--- src/rtl/carry_lookahead_adder_pkg.sv ---
// Shared constants and sizing helper for the two-level carry-lookahead adder.
package carry_lookahead_adder_pkg;

    localparam int unsigned DEFAULT_WIDTH = 3;
    localparam int unsigned DEFAULT_GROUP = 4;

    // Number of lookahead groups needed to cover a width, the last one possibly partial.
    function automatic int unsigned num_groups(input int unsigned width, input int unsigned group);
        return (width + group - 1) / group;
    endfunction

endpackage

--- src/rtl/carry_lookahead_adder_group.sv ---
// One lookahead block of GROUP bits: flattened in-group carries, sum, and the
// group generate/propagate pair consumed by the second-level lookahead.
module cla_group #(
    parameter int unsigned GROUP = 4
) (
    input  logic [GROUP-1:0] a,
    input  logic [GROUP-1:0] b,
    input  logic             cin,
    output logic [GROUP-1:0] sum,
    output logic             gg,
    output logic             gp
);

    logic [GROUP-1:0] g;
    logic [GROUP-1:0] p;
    logic [GROUP-1:0] carry;

    assign g = a & b;
    assign p = a ^ b;

    // c[i] = OR_j ( g[j] & p[j+1..i-1] ) | ( p[0..i-1] & cin ), no ripple chain
    always_comb begin
        logic gen_acc;
        logic prop_acc;
        logic term;
        carry    = '0;
        gen_acc  = 1'b0;
        prop_acc = 1'b1;
        term     = 1'b0;
        carry[0] = cin;
        for (int i = 1; i < int'(GROUP); i++) begin
            gen_acc  = 1'b0;
            prop_acc = 1'b1;
            for (int j = 0; j < i; j++) begin
                term = g[j];
                for (int m = j + 1; m < i; m++) begin
                    term = term & p[m];
                end
                gen_acc  = gen_acc | term;
                prop_acc = prop_acc & p[j];
            end
            carry[i] = gen_acc | (prop_acc & cin);
        end
    end

    // Group generate: a carry is produced inside the group regardless of cin
    always_comb begin
        logic term;
        gg   = 1'b0;
        term = 1'b0;
        for (int j = 0; j < int'(GROUP); j++) begin
            term = g[j];
            for (int m = j + 1; m < int'(GROUP); m++) begin
                term = term & p[m];
            end
            gg = gg | term;
        end
    end

    assign gp  = &p;
    assign sum = p ^ carry;

endmodule

--- src/rtl/carry_lookahead_adder.sv ---
// Two-level carry-lookahead adder with registered copy of the sum.
// Optional signed-overflow flag under CARRY_LOOKAHEAD_ADDER_OVF_EN.
module carry_lookahead_adder
    import carry_lookahead_adder_pkg::*;
#(
    parameter int unsigned WIDTH = DEFAULT_WIDTH,
    parameter int unsigned GROUP = DEFAULT_GROUP
) (
    input  logic             i_clk,
    input  logic             i_rst_n,
    input  logic [WIDTH-1:0] i_add1,
    input  logic [WIDTH-1:0] i_add2,
    output logic [WIDTH:0]   o_result,
    output logic [WIDTH:0]   o_result_q
`ifdef CARRY_LOOKAHEAD_ADDER_OVF_EN
    ,
    output logic             o_ovf_q
`endif
);

    localparam int unsigned NGROUPS = num_groups(WIDTH, GROUP);

    logic [NGROUPS-1:0] grp_g;
    logic [NGROUPS-1:0] grp_p;
    logic [NGROUPS:0]   grp_c;
    logic [WIDTH-1:0]   sum;

    // Last group is sized to the remaining bits so its generate is the true carry-out
    for (genvar k = 0; k < int'(NGROUPS); k++) begin : g_grp
        localparam int unsigned LO = 32'(k) * GROUP;
        localparam int unsigned GW = (LO + GROUP > WIDTH) ? (WIDTH - LO) : GROUP;

        cla_group #(
            .GROUP (GW)
        ) u_grp (
            .a   (i_add1[LO +: GW]),
            .b   (i_add2[LO +: GW]),
            .cin (grp_c[k]),
            .sum (sum[LO +: GW]),
            .gg  (grp_g[k]),
            .gp  (grp_p[k])
        );
    end

    // Second-level lookahead over group G/P; adder carry-in is tied to 0
    always_comb begin
        logic acc;
        logic term;
        grp_c    = '0;
        acc      = 1'b0;
        term     = 1'b0;
        grp_c[0] = 1'b0;
        for (int k = 0; k < int'(NGROUPS); k++) begin
            acc = 1'b0;
            for (int j = 0; j <= k; j++) begin
                term = grp_g[j];
                for (int m = j + 1; m <= k; m++) begin
                    term = term & grp_p[m];
                end
                acc = acc | term;
            end
            grp_c[k+1] = acc;
        end
    end

    assign o_result = {grp_c[NGROUPS], sum};

    always_ff @(posedge i_clk or negedge i_rst_n) begin
        if (!i_rst_n) begin
            o_result_q <= '0;
        end else begin
            o_result_q <= o_result;
        end
    end

`ifdef CARRY_LOOKAHEAD_ADDER_OVF_EN
    logic ovf_c;

    // Like-signed operands whose WIDTH-bit sum flips sign
    assign ovf_c = (i_add1[WIDTH-1] == i_add2[WIDTH-1]) && (sum[WIDTH-1] != i_add1[WIDTH-1]);

    always_ff @(posedge i_clk or negedge i_rst_n) begin
        if (!i_rst_n) begin
            o_ovf_q <= 1'b0;
        end else begin
            o_ovf_q <= ovf_c;
        end
    end
`endif

endmodule

--- config.mk ---
export PLATFORM = sky130hd
export DESIGN_NAME = carry_lookahead_adder
export DESIGN_NICKNAME = d
export VERILOG_FILES = /design/src/rtl/carry_lookahead_adder_pkg.sv /design/src/rtl/carry_lookahead_adder_group.sv /design/src/rtl/carry_lookahead_adder.sv
export SDC_FILE = /design/constraint.sdc
export NUM_CORES = 1
export LEC_CHECK = 0
export CORE_AREA = 2 2 39 41
export CTS_BUF_LIST = sky130_fd_sc_hd__clkbuf_16
export DETAILED_ROUTE_END_ITERATION = 12
export DIE_AREA = 0 0 41 43
export PLACE_DENSITY_LB_ADDON = 0.25
export SYNTH_ARGS = -nofsm -noshare
export SYNTH_HDL_FRONTEND = slang
export SYNTH_SLANG_ARGS = --single-unit
--- constraint.sdc ---
create_clock -name i_clk -period 1.2 [get_ports i_clk]
set_clock_uncertainty 0.1 [all_clocks]
set_input_delay 0.12 -clock i_clk [delete_from_list [all_inputs] [get_ports i_clk]]
set_output_delay 0.12 -clock i_clk [all_outputs]
set_load 0.02 [all_outputs]
==> run metrics <==
run status finished, violations left; Syn Std Cell Area 198 um^2; Die X 41 um; Initial Utilization 14.3%; instance count of the mapped netlist 13; Worst setup EP type output pin; number of diodes 0; path type of the worst min-delay path input port to asynchronous set/reset pin; crit path setup slack, layout -0.0622 ns; number of max-capacitance violations reported 0; PD cells 1700 nW/um^2; required time of the critical path 0.98 ns; Final min period 1.26 ns; global-route wire length before repair 897 um; Tcrit/Tclk final 105%; # clock sinks 4; area of the die 1760 um^2; critical path start-end classification input port to output pin; violation count after the first detailed-route iteration 0; overflow left after global routing 0; number of global-route vias before repair 228; hold buffers post-CTS 0; P_leak 0.236 nW; number of port buffers 15; I/O pin cnt 16; FILL cells 137; unrepaired setup endpoints after global routing yes; area growth from synthesis to layout 166%; maximum count of clock buffers along a single path 2; vias after detailed routing 192; Startpoint Class input port; number of buffers added by the clock tree synthesis step 3; footprint of the multi-input gates 154 um^2; DRT Wirelength 588 um; transition time at the pin with the least slew margin 0.235 ns; final-report setup violation count 2; Final Core Density 38.1%; most flop-heavy register o_result_q; CTS root buf clkbuf_16; leading area contributor after synthesis dfrtp_1; average routed wire per standard cell 11.8 um; FF+latch area 100 um^2; clock transition at the registers of the reported paths 0.03 ns; max-slew violation count 0; global placer's final weighted congestion 0.689; clock tree from TritonCTS built; worst-path fanout max 2; Rel. slew slack 84.4%; maximum number of pins on one net before global-route repair 5; cells taking the most area after synthesis dfrtp_1 51%, ha_1 25%, fa_1 10%; Unique masters post-synth 7; Placeable Area 1380 um^2; DRT Pass-1 Iters 1; Site Rows 14; DIE HEIGHT 43 um; Syn Nets 26; number of routed nets with antenna violations 0; Avg Inst Size Synth 15.2 um^2; registers with the highest flip-flop counts o_result_q x4; maximum operating frequency 792 MHz; data arrival time of the critical path 1.04 ns; total of flip-flops plus latches after synthesis 4; area share of the leading cell type in the synthesized netlist 50.6%; violations in the final reports setup timing; H-tree levels 1; fraction of final layout cells with drive strength greater than 1 61.8%; Hold Fails Final Rpt 0; number of design rule violations left after detail routing 0; Synth Warn # 0; Setup crit end o_result[2]; post-DR vias/cell 3.84; Layout Nets 49; start point of the critical path i_add1[0]; WHS 0.000412 ns; GR Util All Layers 8.94%; Largest register FFs 4; initial antenna violation count 0; maximum VDD drop 0.000598 V; post-synthesis sequential area ratio 50.6%
[worst min-delay path by stage]
stage	from	endpoint	cells past startpoint
4_1_cts	i_rst_n	o_result_q[0]$_DFF_PN0_	1
2_1_floorplan	i_rst_n	o_result_q[0]$_DFF_PN0_	0
5_1_grt	i_rst_n	o_result_q[2]$_DFF_PN0_	1
3_5_place_dp	i_rst_n	o_result_q[2]$_DFF_PN0_	1
6_report	i_rst_n	o_result_q[0]$_DFF_PN0_	1
3_3_place_gp	i_rst_n	o_result_q[3]$_DFF_PN0_	1
[where the power goes]
group | leakage, nW | internal, W | switching [W]
combinational | 0.152 | 0.000115 | 0.000106
clock | 0.0370 | 0.000425 | 0.0000906
sequential | 0.0472 | 0.000154 | 0.00000364
total | 0.236 | 0.000694 | 0.000200
[cell type report]
type | instances | share of cell area (%)
well taps | 16 | 3.80
repair buffers | 19 | 33.7
clock buffers | 3 | 14.3
multi-input cells | 8 | 29.2
flip-flops and latches | 4 | 19.0
[Yosys cell counts]
master,number
buf_4,1
dfrtp_1,4
fa_1,1
ha_1,4
nand2b_1,1
o21ai_1,1
xor2_1,1
[timing repair]
item,in CTS,in global routing
setup buffers,2,1
pin swaps,5,4
endpoints found under the setup margin,11,3
gates resized for setup,52,1
[worst max-delay path, stage by stage]
cell    delay [ns]
buf_6         0.10
ha_4          0.16
fa_2          0.35
xor2_2        0.17
buf_6         0.14
[per-stage QoR]
step                      area [um^2]  setup TNS (ns)  instances  power [W]  setup WS (ns)
after global routing              527          -0.219         50   0.000936         -0.109
after global placement            378           -4.14         44   0.000347         -0.926
final                             527          -0.119         50   0.000894        -0.0622
after floorplan                   208               0         13   0.000249         0.0263
after detailed placement          378           -4.14         44   0.000350         -0.934
after CTS                         515          -0.198         49   0.000897         -0.110
[cell usage in the layout (no fill, tap or decap)]
master	n
dlygate4sd2_1	7
buf_6	7
dfrtp_1	4
clkdlybuf4s50_1	1
clkbuf_16	3
o21ai_2	1
buf_4	3
nand2b_1	1
xor2_2	1
ha_4	4
buf_2	1
fa_2	1
[routing by layer]
metal  vias up  track usage [%]  share of wire, %
met5         -                0                 0
met4         0             12.0               6.1
met3         5             5.76                18
met2        19             12.2                44
met1        84             6.77                31
li1         84                -                 -
[kinds of logic after synthesis]
group | after synthesis | share of synthesized area, %
XOR/XNOR | 1 | 4.43
adder cells (fa/ha/maj) | 5 | 35.4
buffers and inverters | 1 | 3.80
flip-flops | 4 | 50.6
AND/OR/NAND/NOR | 1 | 3.17
AO/OA/AOI/OAI | 1 | 2.53
No activity file was read; power rests on OpenSTA's default activity.
==> edit 1, RTL diff (config.mk and constraints unchanged) <==
The option `CARRY_LOOKAHEAD_ADDER_OVF_EN` is turned on by a define.
--- a/src/rtl/carry_lookahead_adder.sv
+++ b/src/rtl/carry_lookahead_adder.sv
@@ -1,5 +1,7 @@
 // Two-level carry-lookahead adder with registered copy of the sum.
 // Optional signed-overflow flag under CARRY_LOOKAHEAD_ADDER_OVF_EN.
+`define CARRY_LOOKAHEAD_ADDER_OVF_EN
+
 module carry_lookahead_adder
     import carry_lookahead_adder_pkg::*;
 #(
Behaviour (old outputs only; new: o_ovf_q): unchanged (equiv_simple and equiv_induct, registers matched by name and starting in step).
==> edit 1 against the unedited design <==
The flow still finishes with violations (setup timing). Non-clock buffer count increased by 1. Sequential cell count increased by 1. Global-route usage decreased by 2.3 points. Design area increased by 11%. Die area unchanged. Combinational power increased by 6%. Cell count increased by 10%. Wire length decreased by 16%. Synthesized area increased by 19%. Power increased by 6.5%. Worst setup slack got worse by 0.020 ns. Highest routed layer is now met3.
==> edit 1: results <==
set metrics [dict create \
    status "complete, but fails checks" \
    violations "setup timing" \
    wl_met2_um 237 \
    top_layer_used "met3" \
    cts.path.max_buffers 2 \
    synth_compound_area_share_pct 2.13 \
    place_ws_ns -0.956 \
    drive_above_1_share_pct 51.3 \
    reg_top3 "o_result_q: 4 flops, o_ovf_q: 1 flops" \
    finalWorstSetupSlack_ns -0.0826 \
    wl_per_cell_um 8.98 \
    yosysSeqAreaShare_pct 53.2 \
    synthTopCellsByArea "dfrtp_1 53%, ha_1 21%, fa_1 8.5%, xnor2_1 3.7%, xor2_1 3.7%" \
    grt_pass1_wl_um 793 \
    track_usage_pct 6.67 \
    vias_per_cell 3.87 \
    worst_pin_slew_ns 0.226 \
    path_max_fanout 2 \
    num-fill-cells 136 \
    p_switching_mw 0.212 \
    peakVddDrop_mv 0.656 \
    yosys.area_share.adder_pct 29.8 \
    final_nets 53 \
    synthTopCellsByCount "5 x dfrtp_1, 4 x ha_1" \
    p_leak_nw 0.265 \
    setup_viol 3 \
    synth_nets 29 \
    arrival_ns 1.06 \
    wl_met3_um 73 \
    gp_congestion 0.659 \
    synthDistinctLibCells 9 \
    synth_xor_area_share_pct 7.45 \
    portBuffers 16 \
    drtIter0Drc 0 \
    diodes 0 \
    grt_max_degree 6 \
    fin_tns_setup_ns -0.149 \
    muxShareOfSynthArea_pct 0 \
    first_pass_iters 1 \
    first_global_vias 206 \
    wl_met1_um 183 \
]
==> edit 1: changes by cell type in the layout (fill, tap and decap cells not counted), sizes merged <==
cell           delta
clkdlybuf4s15     +2
dfrtp             +1
dlygate4sd2       -1
inv               +1
nor2              +1
xnor2             +1
==> edit 1: what timing repair did <==
action / CTS / global route
pin swaps: 6 / 2
setup buffers: 1 / 0
setup endpoints to repair: 13 / 3
gates resized for setup: 55 / 0
==> edit 1: layout make-up <==
class | count | area [µm²] | area share (%)
flip-flops and latches | 5 | 125 | 21.3
repair buffers | 20 | 189 | 32.2
well taps | 16 | 20.0 | 3.41
multi-input cells | 10 | 174 | 29.6
clock inverters | 1 | 3.75 | 0.640
clock buffers | 3 | 75.1 | 12.8
==> edit 1: metal layers <==
| metal | vias up | track usage, % |
|---|---|---|
| met5 | - | 0 |
| met4 | 0 | 2.00 |
| met3 | 0 | 3.66 |
| met2 | 12 | 10.6 |
| met1 | 104 | 7.21 |
| li1 | 97 | - |
==> edit 1: power groups by stage <==
stage / Combinational, mW / Clock (mW) / Sequential [mW]
floorplan: 0.0801 / 0 / 0.228
global placement: 0.223 / 0 / 0.197
detailed placement: 0.226 / 0 / 0.198
CTS: 0.238 / 0.527 / 0.196
global route: 0.255 / 0.546 / 0.197
finish: 0.234 / 0.523 / 0.195
==> edit 1: final timing paths <==
| check | from | slack (ns) | to |
|---|---|---|---|
| max | i_add2[0] | -0.08 | o_result[2] |
| min | i_rst_n | 0.02 | o_result_q[1] |
| max in group asynchronous | i_rst_n | 0.79 | o_ovf_q |
| min in group i_clk | i_add1[0] | 0.11 | o_result_q[0] |
==> edit 1: through the flow <==
step	power (mW)	cell area, µm²	std cells
CTS	0.960	587	55
global placement	0.420	452	50
global route	0.998	587	55
detailed placement	0.425	452	50
floorplan	0.308	256	16
finish	0.952	587	55
==> edit 1: worst max-delay path, stage by stage <==
cell and delay [ns]:
buf_6 0.10, ha_4 0.16, fa_2 0.38, xor2_4 0.17, buf_6 0.13
==> edit 1: kinds of logic (layout without fill, tap and decap cells) <==
logic type | Yosys count | in the layout
xor gates and xnor gates | 2 | 2
AOI/OAI and AO/OA | 1 | 1
and+or+nand+nor | 2 | 2
DFF | 5 | 5
buffers and inverters | 1 | 24
adders and majority gates | 5 | 5
==> edit 2, RTL diff (config.mk and constraints unchanged) <==
Without the edit above. Put a register stage on the output `o_result`, with the module's reset. The value now appears one clock later. The other outputs are not delayed to match.
--- a/src/rtl/carry_lookahead_adder.sv
+++ b/src/rtl/carry_lookahead_adder.sv
@@ -19,6 +19,8 @@
 );
 
     localparam int unsigned NGROUPS = num_groups(WIDTH, GROUP);
+
+    logic [WIDTH:0] o_result_d;
 
     logic [NGROUPS-1:0] grp_g;
     logic [NGROUPS-1:0] grp_p;
@@ -63,13 +65,13 @@
         end
     end
 
-    assign o_result = {grp_c[NGROUPS], sum};
+    assign o_result_d = {grp_c[NGROUPS], sum};
 
     always_ff @(posedge i_clk or negedge i_rst_n) begin
         if (!i_rst_n) begin
             o_result_q <= '0;
         end else begin
-            o_result_q <= o_result;
+            o_result_q <= o_result_d;
         end
     end
 
@@ -88,5 +90,13 @@
     end
 `endif
 
+    always_ff @(posedge i_clk or negedge i_rst_n) begin
+        if (!i_rst_n) begin
+            o_result <= '0;
+        end else begin
+            o_result <= o_result_d;
+        end
+    end
+
 endmodule
 
Behaviour: not the same (Yosys sat finds a counterexample within 4 cycles, from zero or initial values and one cycle with i_rst_n low).
==> edit 2 against the unedited design <==
Global-route usage decreased by 2.7 points. Wire length decreased by 24%. Combinational power decreased by 33%. Worst setup slack improved by 0.14 ns. Design area decreased by 16%. Critical path type is now reg2out. Sequential power increased by 3%. Count of clock-buffer cells in the layout unchanged. Power decreased by 8.4%. Sequential cell count unchanged. Worst hold slack improved by 0.17 ns. Synthesized area increased by 11%.
==> edit 2: results <==
set metrics [dict create \
    peakVddDrop_mv 0.482 \
    arrival_ns 0.90 \
    status "completed" \
    first_global_vias 174 \
    grt_pass1_wl_um 614 \
    worst_pin_slew_ns 0.210 \
    yosysSeqAreaShare_pct 45.5 \
    cpMaxStageDelayCell "dfrtp_1" \
    synth-main-ff-cell "dfrtp_1" \
    diodes 0 \
    synthTopCellsByArea "dfrtp_1 45%, ha_1 23%, buf_4 14%, fa_1 9.1%, xor2_1 4.0%" \
    track_usage_pct 6.24 \
    drive_above_1_share_pct 18.8 \
    use_met2_pct 8.44 \
    startpoint "o_result_q[1]" \
    p_leak_nw 0.217 \
    synthTopCellsByCount "4 x buf_4, 4 x dfrtp_1, 4 x ha_1" \
    grt_util_met1_pct 4.55 \
    swShare_pct 21.1 \
    setup_viol 0 \
    vias_per_cell 3.44 \
    use_met3_pct 3.14 \
    synth_nets 29 \
    worst_hold_slack_ns 0.166 \
    gp_congestion 0.557 \
    crit_family "flip-flops" \
    postCtsSetupRepairBufs 0 \
]
==> edit 2: changes by cell type in the layout (fill, tap and decap cells not counted), sizes merged <==
cell | before | now
clkdlybuf4s50 | 1 | 3
buf | 11 | 1
dlygate4sd3 | 0 | 1
dlygate4sd2 | 7 | 12
==> edit 2: cells by family (layout without fill, tap and decap cells) <==
group                      count (synthesis)  in the layout  share of synthesized area, %
buffers and inverters                      4             20                          13.6
and+or+nand+nor                            1              1                          2.84
DFF                                        4              4                          45.5
adders and majority gates                  5              5                          31.8
AOI/OAI and AO/OA                          1              1                          2.27
xor gates and xnor gates                   1              1                          3.98
==> edit 2: layer usage <==
metal  wire length, µm  vias to the layer above
li1                  -                       80
met1               150                       69
met2               216                       16
met3                77                        0
met4                 0                        0
met5                 0                        -
==> edit 2: power by group through the flow <==
| stage | sequential (mW) | clock, mW | combinational, mW |
|---|---|---|---|
| final | 0.161 | 0.510 | 0.148 |
| after global routing | 0.163 | 0.529 | 0.165 |
| after CTS | 0.161 | 0.522 | 0.150 |
| after detailed placement | 0.164 | 0 | 0.176 |
| after global placement | 0.162 | 0 | 0.174 |
| after floorplan | 0.187 | 0 | 0.0698 |
==> edit 2: timing repair <==
| action | in CTS | in global routing |
|---|---|---|
| resized for setup | 14 | 0 |
| hold buffers | 1 | 0 |
| hold endpoints to repair | 4 | 0 |
| endpoints found under the setup margin | 11 | 0 |
==> edit 2: worst max path at each step <==
stage                                to  slack [ns]  depth (start not counted)
after global placement    o_result_q[2]       -0.31                          4
after floorplan           o_result_q[2]        0.13                          3
after global routing        o_result[3]        0.04                          1
after detailed placement  o_result_q[2]       -0.33                          4
after CTS                   o_result[3]        0.07                          1
final                     o_result_q[1]        0.08                          1
==> edit 2: layout make-up <==
class	instances	area [µm²]
fill	142	941
timing repair buffer	17	153
clock buffer	3	75.1
multi-input combinational	8	95.1
tap	16	20.0
sequential	4	100
==> edit 2: through the flow <==
stage               power [mW]  cell area [µm²]  setup WS, ns  utilization, %  std cells
floorplan                0.257              220         0.127               -         16
global placement         0.336              368        -0.312            26.6         44
detailed placement       0.340              368        -0.329            26.6         44
CTS                      0.833              443        0.0689            32.0         48
global route             0.858              443        0.0445            32.0         48
finish                   0.819              443        0.0766            32.0         48
